## src/rtl/mem_exc_ctrl_if.sv

```systemverilog
// M-stage exception bundle: the access under check plus the
// registered exception report returned to the pipeline.
interface mem_exc_ctrl_if #(
  parameter int ADDR_W = 32,
  parameter int CNT_W  = 8
);
  logic              in_valid;
  logic [ADDR_W-1:0] addr;
  logic [1:0]        load_type;
  logic [1:0]        store_type;
  logic              addr_ov;
  logic              prev_exc;
  logic [4:0]        prev_code;
  logic [31:0]       pc;
  logic              flush;
  logic              exc_ack;
  logic              exc_valid;
  logic [4:0]        exc_code;
  logic [ADDR_W-1:0] bad_vaddr;
  logic [31:0]       exc_pc;
  logic              busy;
  logic [CNT_W-1:0]  exc_count;

  modport master (
    output in_valid, addr, load_type, store_type, addr_ov,
    output prev_exc, prev_code, pc, flush, exc_ack,
    input  exc_valid, exc_code, bad_vaddr, exc_pc, busy, exc_count
  );

  modport slave (
    input  in_valid, addr, load_type, store_type, addr_ov,
    input  prev_exc, prev_code, pc, flush, exc_ack,
    output exc_valid, exc_code, bad_vaddr, exc_pc, busy, exc_count
  );
endinterface

```

## src/rtl/mem_exc_ctrl.sv

```systemverilog
// Memory-stage address exception check and one-deep report holder
// that stalls upstream until the handler acknowledges.
module mem_exc_ctrl #(
  parameter int ADDR_W  = 32,
  parameter int NUM_WIN = 4,
  parameter logic [NUM_WIN*ADDR_W-1:0] WIN_BASE = {
    ADDR_W'(32'h7f20), ADDR_W'(32'h7f10),
    ADDR_W'(32'h7f00), ADDR_W'(32'h0000)},
  parameter logic [NUM_WIN*ADDR_W-1:0] WIN_LIMIT = {
    ADDR_W'(32'h7f23), ADDR_W'(32'h7f1b),
    ADDR_W'(32'h7f0b), ADDR_W'(32'h2fff)},
  parameter logic [NUM_WIN-1:0] WORD_ONLY = 4'b0110,
  parameter logic [NUM_WIN-1:0] RO_WORD   = 4'b0110,
  parameter int CNT_W = 8
) (
  input logic           clk,
  input logic           reset,
  mem_exc_ctrl_if.slave m
);

  typedef enum logic {IDLE, HOLD} state_e;

  state_e            state_q, state_d;
  logic              valid_q, valid_d;
  logic [4:0]        code_q, code_d;
  logic [ADDR_W-1:0] bad_q, bad_d;
  logic [31:0]       pc_q, pc_d;
  logic [CNT_W-1:0]  cnt_q, cnt_d;

  logic              in_win, wo_hit, ro_hit;
  logic              is_ld, is_st, sub_w, misal;
  logic              ld_flt, st_flt, any_exc;
  logic [4:0]        code_n;
  logic [ADDR_W-1:0] base, lim;

  // Offset compare keeps one unsigned test per window, even at base 0.
  always_comb begin
    in_win = 1'b0;
    wo_hit = 1'b0;
    ro_hit = 1'b0;
    base   = '0;
    lim    = '0;
    for (int i = 0; i < NUM_WIN; i++) begin
      base = WIN_BASE[i*ADDR_W +: ADDR_W];
      lim  = WIN_LIMIT[i*ADDR_W +: ADDR_W];
      if ((m.addr - base) <= (lim - base)) begin
        in_win = 1'b1;
        wo_hit = wo_hit | WORD_ONLY[i];
        ro_hit = ro_hit | RO_WORD[i];
      end
    end
  end

  always_comb begin
    is_ld  = m.load_type != 2'd0;
    is_st  = m.store_type != 2'd0;
    misal  = 1'b0;
    sub_w  = 1'b0;
    if (is_ld) begin
      sub_w = m.load_type != 2'd1;
      misal = (m.load_type == 2'd1 && m.addr[1:0] != 2'd0)
           || (m.load_type == 2'd2 && m.addr[0]);
    end else if (is_st) begin
      sub_w = m.store_type != 2'd1;
      misal = (m.store_type == 2'd1 && m.addr[1:0] != 2'd0)
           || (m.store_type == 2'd2 && m.addr[0]);
    end
    ld_flt = is_ld && (misal || m.addr_ov || !in_win
                       || (wo_hit && sub_w));
    st_flt = is_st && (misal || m.addr_ov || !in_win
                       || (wo_hit && sub_w)
                       || (ro_hit && m.addr[3:2] == 2'd2));
    any_exc = m.prev_exc || (is_ld && is_st) || ld_flt || st_flt;
    if (m.prev_exc)          code_n = m.prev_code;
    else if (is_ld && is_st) code_n = 5'd10;
    else if (ld_flt)         code_n = 5'd4;
    else                     code_n = 5'd5;
  end

  always_comb begin
    state_d = state_q;
    valid_d = valid_q;
    code_d  = code_q;
    bad_d   = bad_q;
    pc_d    = pc_q;
    cnt_d   = cnt_q;
    unique case (state_q)
      IDLE: begin
        if (m.in_valid && !m.flush && any_exc) begin
          state_d = HOLD;
          valid_d = 1'b1;
          code_d  = code_n;
          pc_d    = m.pc;
          if (!m.prev_exc) bad_d = m.addr;
          if (!(&cnt_q)) cnt_d = cnt_q + 1'b1;
        end
      end
      HOLD: begin
        if (m.exc_ack) begin
          state_d = IDLE;
          valid_d = 1'b0;
        end
      end
      default: state_d = IDLE;
    endcase
  end

  always_ff @(posedge clk or negedge reset) begin
    if (!reset) begin
      state_q <= IDLE;
      valid_q <= 1'b0;
      code_q  <= '0;
      bad_q   <= '0;
      pc_q    <= '0;
      cnt_q   <= '0;
    end else begin
      state_q <= state_d;
      valid_q <= valid_d;
      code_q  <= code_d;
      bad_q   <= bad_d;
      pc_q    <= pc_d;
      cnt_q   <= cnt_d;
    end
  end

  assign m.exc_valid = valid_q;
  assign m.exc_code  = code_q;
  assign m.bad_vaddr = bad_q;
  assign m.exc_pc    = pc_q;
  assign m.exc_count = cnt_q;
  assign m.busy      = state_q == HOLD;

endmodule

```

## src/flat_wrapper.sv

```systemverilog
// flat-port wrapper written by rule: the top's interface ports become plain ports
module mem_exc_ctrl_flat 
#(
  parameter int ADDR_W  = 32,
  parameter int NUM_WIN = 4,
  parameter logic [NUM_WIN*ADDR_W-1:0] WIN_BASE = {
    ADDR_W'(32'h7f20), ADDR_W'(32'h7f10),
    ADDR_W'(32'h7f00), ADDR_W'(32'h0000)},
  parameter logic [NUM_WIN*ADDR_W-1:0] WIN_LIMIT = {
    ADDR_W'(32'h7f23), ADDR_W'(32'h7f1b),
    ADDR_W'(32'h7f0b), ADDR_W'(32'h2fff)},
  parameter logic [NUM_WIN-1:0] WORD_ONLY = 4'b0110,
  parameter logic [NUM_WIN-1:0] RO_WORD   = 4'b0110,
  parameter int CNT_W = 8
)
  (clk, reset, m_in_valid, m_addr, m_load_type, m_store_type, m_addr_ov, m_prev_exc, m_prev_code, m_pc, m_flush, m_exc_ack, m_exc_valid, m_exc_code, m_bad_vaddr, m_exc_pc, m_busy, m_exc_count);
  mem_exc_ctrl_if #(.ADDR_W(ADDR_W), .CNT_W(CNT_W)) m_i ();
  input logic clk;
  input logic reset;
  input wire logic [$bits(m_i.in_valid)-1:0] m_in_valid;
  input wire logic [$bits(m_i.addr)-1:0] m_addr;
  input wire logic [$bits(m_i.load_type)-1:0] m_load_type;
  input wire logic [$bits(m_i.store_type)-1:0] m_store_type;
  input wire logic [$bits(m_i.addr_ov)-1:0] m_addr_ov;
  input wire logic [$bits(m_i.prev_exc)-1:0] m_prev_exc;
  input wire logic [$bits(m_i.prev_code)-1:0] m_prev_code;
  input wire logic [$bits(m_i.pc)-1:0] m_pc;
  input wire logic [$bits(m_i.flush)-1:0] m_flush;
  input wire logic [$bits(m_i.exc_ack)-1:0] m_exc_ack;
  output wire logic [$bits(m_i.exc_valid)-1:0] m_exc_valid;
  output wire logic [$bits(m_i.exc_code)-1:0] m_exc_code;
  output wire logic [$bits(m_i.bad_vaddr)-1:0] m_bad_vaddr;
  output wire logic [$bits(m_i.exc_pc)-1:0] m_exc_pc;
  output wire logic [$bits(m_i.busy)-1:0] m_busy;
  output wire logic [$bits(m_i.exc_count)-1:0] m_exc_count;
  assign m_i.in_valid = m_in_valid;
  assign m_i.addr = m_addr;
  assign m_i.load_type = m_load_type;
  assign m_i.store_type = m_store_type;
  assign m_i.addr_ov = m_addr_ov;
  assign m_i.prev_exc = m_prev_exc;
  assign m_i.prev_code = m_prev_code;
  assign m_i.pc = m_pc;
  assign m_i.flush = m_flush;
  assign m_i.exc_ack = m_exc_ack;
  assign m_exc_valid = m_i.exc_valid;
  assign m_exc_code = m_i.exc_code;
  assign m_bad_vaddr = m_i.bad_vaddr;
  assign m_exc_pc = m_i.exc_pc;
  assign m_busy = m_i.busy;
  assign m_exc_count = m_i.exc_count;
  mem_exc_ctrl #(.ADDR_W(ADDR_W), .NUM_WIN(NUM_WIN), .WIN_BASE(WIN_BASE), .WIN_LIMIT(WIN_LIMIT), .WORD_ONLY(WORD_ONLY), .RO_WORD(RO_WORD), .CNT_W(CNT_W)) u_core (.clk(clk), .reset(reset), .m(m_i));
endmodule
```

## config.mk

```make
export PLATFORM = sky130hd
export DESIGN_NAME = mem_exc_ctrl_flat
export DESIGN_NICKNAME = d
export VERILOG_FILES = /design/src/rtl/mem_exc_ctrl_if.sv /design/src/rtl/mem_exc_ctrl.sv /design/src/flat_wrapper.sv
export SDC_FILE = /design/constraint.sdc
export NUM_CORES = 1
export LEC_CHECK = 0
export ABC_AREA = 1
export CAP_MARGIN = 20
export CORE_ASPECT_RATIO = 1.2
export CORE_MARGIN = 2
export CORE_UTILIZATION = 50
export CTS_BUF_LIST = sky130_fd_sc_hd__clkbuf_16
export CTS_CLUSTER_SIZE = 28
export DETAILED_ROUTE_END_ITERATION = 8
export MAX_ROUTING_LAYER = met4
export PLACE_DENSITY_LB_ADDON = 0.15
export SYNTH_ARGS = -nofsm -noshare
export SYNTH_HDL_FRONTEND = slang
export SYNTH_SLANG_ARGS = --single-unit
```

## constraint.sdc

```tcl
create_clock -name clk -period 4.3 [get_ports clk]
set_input_delay 0.645 -clock clk [delete_from_list [all_inputs] [get_ports clk]]
set_output_delay 0.645 -clock clk [all_outputs]
set_load 0.01 [all_outputs]
```

==> impl_metrics.tcl, run 1 <==
set metrics [dict create \
    power_uw 2734 \
    async_flop_share 1.000 \
    syn_nets 904 \
    clk_pin_slew_worst_paths_ns 0.06 \
    die_y_microns 117.7 \
    start_kind "primary input" \
    place.port_buffers 158 \
    multiInputGateArea_sq_um 2958 \
    crit_fanout 40 \
    relSlewSlack 0.4753 \
    cts_sinks 79 \
    die_area_sq_um 11630 \
    reg2reg_from "u_core.m.busy$_DFF_PN0_" \
    drc_errors 0 \
    fin_crit_sh 0.8969 \
    slew_viol_final 0 \
    hold_class "primary input to async pin" \
    synth-main-ff-cell "dfrtp_1" \
    drive_gt1_frac 0.06742 \
    p_per_area_nw_per_um2 367.7 \
    maxCapViolations 0 \
    ys_seq_area_frac 0.3668 \
    crit_arrival_ns 4.12 \
    initial_core_util 0.5126 \
    area_delta_synth_final_pct 37.95 \
    ant_nets 0 \
    power_leakage_uw 0.003629 \
    first_iter_violations 358 \
    place_congestion 1.051 \
    io_pins 159 \
    fin_nets 1056 \
    min_period_ns 3.857 \
    diodes 0 \
    rrSetupSlack_ns 2.51 \
    register_area_sq_um 1977 \
    wl_per_cell_microns 15.95 \
    drt_wl_total_mm 17.67 \
    criticalPathCategory "primary input to flip-flop" \
    rsz0062_at_grt "false" \
    rows 41 \
    numCtsBuffers 9 \
    cpMostUsedCell "nand2_1" \
    fin_worst_skew_ns 0.007447 \
    outcome "complete, no violations" \
    h-tree-depth 3 \
    first_global_vias 5822 \
    tns_ns 0 \
    clockRootBuffer "clkbuf_16" \
    synth_edf_count 0 \
    ctsResizeCount 0 \
    ys_warn_count 0 \
    grt_overflow 0 \
    worstSkewPairLatency_ns 0.34 \
    final_cell_mix "nand2_1 (335), clkdlybuf4s50_1 (157), nand3_1 (93)" \
    gr-usage-all-layers 0.3143 \
    setup_viol 0 \
    slowest_delay_ns 0.49 \
    firstDrtPassIters 7 \
    worst-r2r-cell-count 6 \
    ys_types 35 \
    max_slew.worst_pin.slew_ns 0.7871 \
    yosysTopAreaCell "dfrtp_1" \
    slowest_stage "clkdlybuf4s50_1" \
    ys_top_cells_by_area "dfrtp_1 (37%), nand2_1 (23%), nand3_1 (8.6%)" \
    syn_inst 822 \
    nFillCells 906 \
    hold_viol 0 \
    hold_buffers 0 \
    clockBufferDepth 2 \
    grt_pass1_wl_mm 28.81 \
    ys_ff_latch 79 \
    netlist_area_sq_um 5390 \
    final_common_cell "nand2_1" \
    grt_max_degree 80 \
    crit_required_ns 4.56 \
    cts_tree "yes" \
    antenna_found_initial 0 \
    fmax_mhz 259.3 \
    postCtsSetupRepairBufs 0 \
    irDropWorstVdd_mv 0.2398 \
    hpwl_mm 13.27 \
    cp_cell_sequence "clkdlybuf4s50_1 > inv_1 > ha_1 > inv_1 > nor2_1 > nand2_1 > nand2_1 > nand2_1 > nand2_1 > nand3_1 > nor2_1 > nand2_1 > nor2_1 > nand3_1 > o21ai_1 > nand2_1 > nand3_1 > a21oi_2 > nand2_2 > buf_4 > nand4_1 > nand2_1" \
    coreArea_sq_um 10520 \
    synth_area_per_cell_sq_um 6.557 \
    fp.dieW_microns 98.78 \
    r2r_end "u_core.m.bad_vaddr[15]$_DFFE_PN0P_" \
    vias 6001 \
    routed_via_density 5.416 \
    end_kind "flip-flop" \
    synth_top_area_frac 0.3668 \
]
## worst max path at each step
stage | start | to | slack (ns) | cells past startpoint
finish | m_addr[5] | u_core.m.bad_vaddr[15]$_DFFE_PN0P_ | 0.44 | 22
global route | m_addr[5] | u_core.m.bad_vaddr[15]$_DFFE_PN0P_ | 0.11 | 22
CTS | m_addr[5] | u_core.m.bad_vaddr[15]$_DFFE_PN0P_ | 0.52 | 22
detailed placement | m_addr[5] | u_core.m.bad_vaddr[15]$_DFFE_PN0P_ | 0.19 | 22
global placement | m_addr[5] | u_core.m.bad_vaddr[15]$_DFFE_PN0P_ | 0.14 | 22
floorplan | m_addr[15] | u_core.m.exc_count[7]$_DFFE_PN0P_ | 1.52 | 20
## sequential cells by signal (all words and copies together) (netlist names)
register	flops
u_core.m.exc_pc	32
u_core.m.bad_vaddr	32
u_core.m.exc_count	8
u_core.m.exc_valid	1
u_core.m.exc_code	5
u_core.m.busy	1
## synthesized netlist by cell type (2+ instances only)
library cell,instances
nand2_1,335
nand3_1,93
dfrtp_1,79
nor2_1,73
nand4_1,54
inv_1,53
xor2_1,14
buf_2,12
clkbuf_1,11
o21ai_1,11
a21oi_1,10
o21ai_0,10
nor2_2,8
buf_6,7
inv_2,7
clkinv_1,5
buf_4,4
nor2_4,4
xnor2_1,4
nand2_2,3
nand2_4,3
nand3b_1,3
nor3_1,3
and2_1,2
ha_1,2
nand3_2,2
o22ai_1,2
## critical path: cells and delay by family
family,cells,cell delay [ns]
adder cells (fa/ha/maj),1,0.24
AND/OR/NAND/NOR,15,1.82
AO/OA/AOI/OAI,2,0.27
buffers and inverters,4,1.14
## stage by stage
step	hold slack [ns]	std cells	area [sq um]	util	setup WS, ns
finish	0.1724	1108	7436	0.7071	0.4433
global route	0.1789	1108	7436	0.7071	0.1106
CTS	0.4717	1107	7408	0.7045	0.5172
detailed placement	0.4570	1091	7064	0.6717	0.1903
global placement	0.4532	1091	7064	0.6717	0.1354
floorplan	0.3494	822	5390	-	1.520
## per-layer routing
metal	part of all wire	track usage	routed length, microns	up-vias
met5	0	-	0	-
met4	0.033	0.1353	575	0
met3	0.071	0.05107	1248	43
met2	0.49	0.5182	8704	260
met1	0.40	0.3791	7140	2741
li1	-	-	-	2957
## layout make-up
class / count / share of cell area
sequential: 79 / 0.2659
inverter: 66 / 0.03348
timing repair buffer: 176 / 0.2349
clock inverter: 7 / 0.01599
clock buffer: 9 / 0.03029
multi-input combinational: 642 / 0.3978
tap: 129 / 0.02171
## power breakdown
part           internal [uW]  leakage, uW  total (uW)  switching [uW]
clock network            569     0.000164         882             313
registers                898     0.000993         998            99.5
logic                    445      0.00247         854             409
total                   1910      0.00363        2730             821
## logic make-up after synthesis
logic type	Yosys count	synth area share
buf+inv	101	0.08589
simple gates	586	0.4777
xor+xnor	18	0.02925
fa+ha+maj	2	0.004642
compound gates	36	0.03575
flops	79	0.3668
(Power assumes the default switching activity.)
==> run 2: changes to the inputs <==
PLACE_DENSITY = 0.93   (was not set)
PLACE_DENSITY_LB_ADDON = not set   (was 0.15)
==> impl_metrics.tcl, run 2 (synthesis gave the netlist of run 1 again) <==
set metrics [dict create \
    r2r_end "u_core.m.exc_count[7]$_DFFE_PN0P_" \
    outcome "complete, no violations" \
    multiInputGateArea_sq_um 2958 \
    area_delta_synth_final_pct 35.96 \
    clk_pin_slew_worst_paths_ns 0.06 \
    hpwl_mm 13.39 \
    crit_arrival_ns 4.10 \
    drc_errors 0 \
    p_per_area_nw_per_um2 352.3 \
    irDropWorstVdd_mv 0.1690 \
    rows 41 \
    drive_gt1_frac 0.05973 \
    slew_viol_final 0 \
    met1_usage 0.3933 \
    place_congestion 1.023 \
    pwr-share-seq 0.390 \
    internal-power_uw 1780 \
    rrSetupSlack_ns 2.34 \
    fin_nets 1050 \
    first_iter_violations 494 \
    nFillCells 861 \
    die_y_microns 117.7 \
    hold_buffers 0 \
    grt_overflow 0 \
    routed_via_density 5.566 \
    register_area_sq_um 1977 \
    comb_power_share 0.333 \
    fmax_mhz 259.6 \
    place.port_buffers 158 \
    end_kind "flip-flop" \
    drt_wl_total_mm 17.85 \
    tns_ns 0 \
    wl_per_cell_microns 16.23 \
    grt_pass1_wl_mm 29.11 \
    fin_crit_sh 0.8960 \
    first_global_vias 5816 \
    numCtsBuffers 9 \
    globalRoute.busiestLayer "met2" \
    criticalPathCategory "primary input to flip-flop" \
    crit_required_ns 4.55 \
    final_common_cell "nand2_1" \
    vias 6123 \
    cts_sinks 79 \
    fin_worst_skew_ns 0.005415 \
    antenna_found_initial 0 \
    grt_max_degree 80 \
    start_kind "primary input" \
    setup_viol 0 \
    initial_core_util 0.5126 \
    cts_tree "yes" \
    maxCapViolations 0 \
    hold_viol 0 \
    sw_frac_of_total 0.3103 \
    met2_usage 0.5253 \
    reg2reg_from "u_core.m.busy$_DFF_PN0_" \
    h-tree-depth 3 \
    clockBufferDepth 2 \
    power_leakage_uw 0.003577 \
    postCtsSetupRepairBufs 0 \
    p_clk_frac 0.278 \
    relSlewSlack 0.3353 \
    rsz0062_at_grt "false" \
    min_period_ns 3.853 \
    io_pins 159 \
    met3_usage 0.05819 \
    worst-r2r-cell-count 6 \
    crit_fanout 42 \
    worstSkewPairLatency_ns 0.33 \
    gr-usage-all-layers 0.3175 \
    post-route-util 0.6968 \
    clockRootBuffer "clkbuf_16" \
    diodes 0 \
    ant_nets 0 \
    hold_class "primary input to async pin" \
    max_slew.worst_pin.slew_ns 0.9971 \
    final_cell_mix "nand2_1 (335), clkdlybuf4s50_1 (157), nand3_1 (93)" \
    switchingPower_uw 801.1 \
    ctsResizeCount 0 \
    firstDrtPassIters 5 \
    die_area_sq_um 11630 \
    coreArea_sq_um 10520 \
    fp.dieW_microns 98.78 \
]
==> run 2: cell types whose count changed in the layout (fill, tap and decap cells not counted) <==
cell       change
buf_12         +2
buf_4          -7
buf_16         -1
bufinv_16      -2
clkinv_2       +2
inv_6          -2
==> run 2: metrics by stage <==
stage	worst slack [ns]	cell area, sq um	total power [uW]	cells	hold WS [ns]
floorplan	1.520	5390	1348	822	0.3494
global placement	0.2576	7052	1838	1086	0.4521
detailed placement	0.2231	7052	1864	1086	0.4584
CTS	0.5115	7328	2588	1100	0.4724
global route	0.1831	7328	2712	1100	0.4829
finish	0.4472	7328	2582	1100	0.4552
==> run 2: cell type report <==
class,count,share of cell area
timing repair buffer,170,0.2329
sequential,79,0.2698
multi-input combinational,642,0.4036
inverter,66,0.03398
tap,129,0.02202
clock inverter,5,0.007000
clock buffer,9,0.03073
==> run 2: power groups by stage <==
stage	Clock [uW]	Combinational [uW]	Sequential [uW]
floorplan	0	272	1080
global placement	0	829	1010
detailed placement	0	849	1020
CTS	722	860	1010
global route	759	932	1020
finish	716	859	1010
==> run 2: worst max-delay path by stage <==
stage               start                                end
2_1_floorplan  m_addr[15]  u_core.m.exc_count[7]$_DFFE_PN0P_
3_3_place_gp   m_addr[16]            u_core.m.busy$_DFF_PN0_
3_5_place_dp   m_addr[16]   u_core.m.exc_code[4]$_DFFE_PN0P_
4_1_cts        m_addr[16]   u_core.m.exc_code[0]$_DFFE_PN0P_
5_1_grt        m_addr[16]  u_core.m.exc_count[1]$_DFFE_PN0P_
6_report       m_addr[16]   u_core.m.exc_code[0]$_DFFE_PN0P_
==> run 2: critical path: stages <==
cell and delay (ns):
clkdlybuf4s50_1 0.58, nor2_2 0.48, nand2_1 0.25, nor2_4 0.22, nand2_1 0.13, nor2_1 0.14
xor2_1 0.15, nand2_1 0.08, inv_2 0.06, nand3_1 0.07, nor2_1 0.16, nor2_1 0.07
nand2_1 0.08, nand3_1 0.09, a21oi_2 0.19, nand2_2 0.16, nand2_2 0.12, buf_12 0.21
nand2_1 0.10, o21ai_1 0.11
==> run 2: metal layers <==
metal / vias up / wire length, microns
li1: 2949 / -
met4: 0 / 388
met5: - / 0
met1: 2831 / 7054
met2: 304 / 8919
met3: 39 / 1484
==> run 3: changes to the inputs <==
ABC_AREA = not set   (was 1)
PLACE_DENSITY = 0.95   (was 0.93)
==> impl_metrics.tcl, run 3 <==
set metrics [dict create \
    wl_met1_mm 5.768 \
    power_leakage_uw 0.002896 \
    synth_area_per_cell_sq_um 10.86 \
    coreArea_sq_um 9034 \
    fin_crit_sh 0.9851 \
    synth_edf_count 0 \
    min_period_ns 4.236 \
    tns_ns 0 \
    route.met2.wl_mm 8.089 \
    hold_viol 0 \
    async_flop_share 1.000 \
    ant_nets 0 \
    syn_nets 511 \
    ys_seq_area_frac 0.4244 \
    fmax_mhz 236.1 \
    end_kind "flip-flop" \
    crit_arrival_ns 4.46 \
    wl_per_cell_microns 22.05 \
    nFillCells 523 \
    rows 38 \
    syn_inst 429 \
    start_kind "primary input" \
    worstSkewPairLatency_ns 0.35 \
    hold_class "primary input to async pin" \
    yosys-top-cells-count "dfrtp_1 (79), mux2_2 (34), mux2_4 (32), nor2_1 (21), o21ai_0 (18)" \
    crit_fanout 7 \
    crit_required_ns 4.53 \
    ys_ff_latch 79 \
    clockBufferDepth 2 \
    rrSetupSlack_ns 2.08 \
    clk_pin_slew_worst_paths_ns 0.07 \
    ys_warn_count 0 \
    gr-usage-all-layers 0.3329 \
    slew_viol_final 0 \
    area_delta_synth_final_pct 50.90 \
    synth-main-ff-cell "dfrtp_1" \
    grt_pass1_wl_mm 25.23 \
    antenna_found_initial 0 \
    drive_gt1_frac 0.2425 \
    h-tree-depth 3 \
    diodes 0 \
    place_congestion 1.231 \
    final_cell_mix "clkdlybuf4s50_1 (157), dfrtp_1 (79), buf_4 (52)" \
    yosysTopAreaCell "dfrtp_1" \
    first_global_vias 4791 \
    outcome "complete, no violations" \
    firstDrtPassIters 6 \
    top_layer "met4" \
    grt_overflow 0 \
    dp_cells 734 \
    fin_nets 708 \
    synth.most_common_cell "dfrtp_1" \
    netlist_area_sq_um 4658 \
    criticalPathCategory "primary input to flip-flop" \
    place.port_buffers 158 \
    grt_max_degree 80 \
    fin_worst_skew_ns 0.01140 \
    hpwl_mm 11.70 \
    fp.dieW_microns 92.11 \
    synth_top_area_frac 0.4244 \
    numCtsBuffers 9 \
    routed_via_density 6.350 \
    maxCapViolations 0 \
    vias 4769 \
    setup_viol 0 \
    initial_core_util 0.5157 \
    p_per_area_nw_per_um2 409.8 \
    drt_wl_total_mm 16.56 \
    ys_top_cells_by_area "dfrtp_1 (42%), mux2_4 (10%), mux2_2 (8.2%)" \
    first_iter_violations 525 \
    max_slew.worst_pin.slew_ns 0.8632 \
    wl_met3_mm 1.608 \
    irDropWorstVdd_mv 0.2291 \
    final_common_cell "clkdlybuf4s50_1" \
    die_area_sq_um 10110 \
    io_pins 159 \
    instances_no_fill 751 \
    clockRootBuffer "clkbuf_16" \
    relSlewSlack 0.4233 \
    die_y_microns 109.7 \
    cts_sinks 79 \
    ys_types 67 \
    cts_tree "yes" \
    postCtsSetupRepairBufs 0 \
    drc_errors 0 \
]
## run 3: cell types whose count changed after synthesis, moves of 34 or more
cell,delta
nand2_1,-318
nand3_1,-79
nor2_1,-52
nand4_1,-44
inv_1,-37
mux2_2,+34
## run 3: worst max-delay path, cell delays in order
cell	delay [ns]
clkdlybuf4s50_1	0.45
buf_4	0.17
or4_1	0.69
mux2i_1	0.20
a32oi_1	0.07
a211oi_1	0.45
nand4_1	0.28
or3b_4	0.47
a21oi_4	0.16
o311ai_4	0.13
and2_4	0.23
buf_4	0.18
mux2_4	0.31
## run 3: through the flow
stage          area [sq um]  total power, uW  setup slack (ns)  hold slack (ns)    util
5_1_grt                7029             2991          -0.01799          0.08329  0.7781
3_3_place_gp           6671             1992          -0.06841           0.4684  0.7385
2_1_floorplan          4658             1446            0.5214           0.3494       -
3_5_place_dp           6671             2042           -0.2728           0.4850  0.7385
6_report               7029             2880           0.06401          0.08824  0.7781
4_1_cts                6992             2862           0.08084           0.5037  0.7740
## run 3: cell type report
cell class	instances	area (sq um)	area share
multi-input cells	307	2479	0.3526
clock buffers	9	225.2	0.03204
inverters	16	60.06	0.008544
flip-flops and latches	79	1977	0.2812
clock inverters	7	88.84	0.01264
repair buffers	213	2049	0.2916
well taps	120	150.1	0.02136
## run 3: repair_timing
action,4_1_cts,5_1_grt
endpoints found under the setup margin,66,68
pin swaps,0,2
gates resized for setup,2,4
cloned,0,0
hold buffers,0,0
## run 3: where the power goes
part	switching (uW)	internal, uW
Combinational	383	613
Clock	310	504
Sequential	143	927
## run 3: per-layer routing
| metal | track usage | up-vias |
|---|---|---|
| li1 | - | 2012 |
| met1 | 0.3619 | 2242 |
| met2 | 0.5735 | 397 |
| met3 | 0.07676 | 118 |
| met4 | 0.1727 | 0 |
| met5 | - | - |
## run 3: worst paths after layout
| path | from | to | cells past startpoint |
|---|---|---|---|
| hold / removal | reset | u_core.m.exc_count[6]$_DFFE_PN0P_ | 1 |
| setup reg to reg | u_core.m.busy$_DFF_PN0_ | u_core.m.exc_pc[8]$_DFFE_PN0P_ | 4 |
| min in group clk | u_core.m.bad_vaddr[29]$_DFFE_PN0P_ | u_core.m.bad_vaddr[29]$_DFFE_PN0P_ | 1 |
| setup / recovery | m_addr[6] | u_core.m.exc_pc[4]$_DFFE_PN0P_ | 13 |
| hold reg to reg | u_core.m.bad_vaddr[29]$_DFFE_PN0P_ | u_core.m.bad_vaddr[29]$_DFFE_PN0P_ | 1 |
| max in group asynchronous | reset | u_core.m.exc_pc[0]$_DFFE_PN0P_ | 2 |
## run 3: cells by family after synthesis
| kind of cell | Yosys count | synth area share |
|---|---|---|
| AOI/OAI and AO/OA | 83 | 0.1273 |
| xor gates and xnor gates | 14 | 0.02632 |
| adders and majority gates | 2 | 0.005371 |
| buffers and inverters | 43 | 0.04808 |
| DFF | 79 | 0.4244 |
| muxes | 70 | 0.1939 |
| and+or+nand+nor | 138 | 0.1746 |
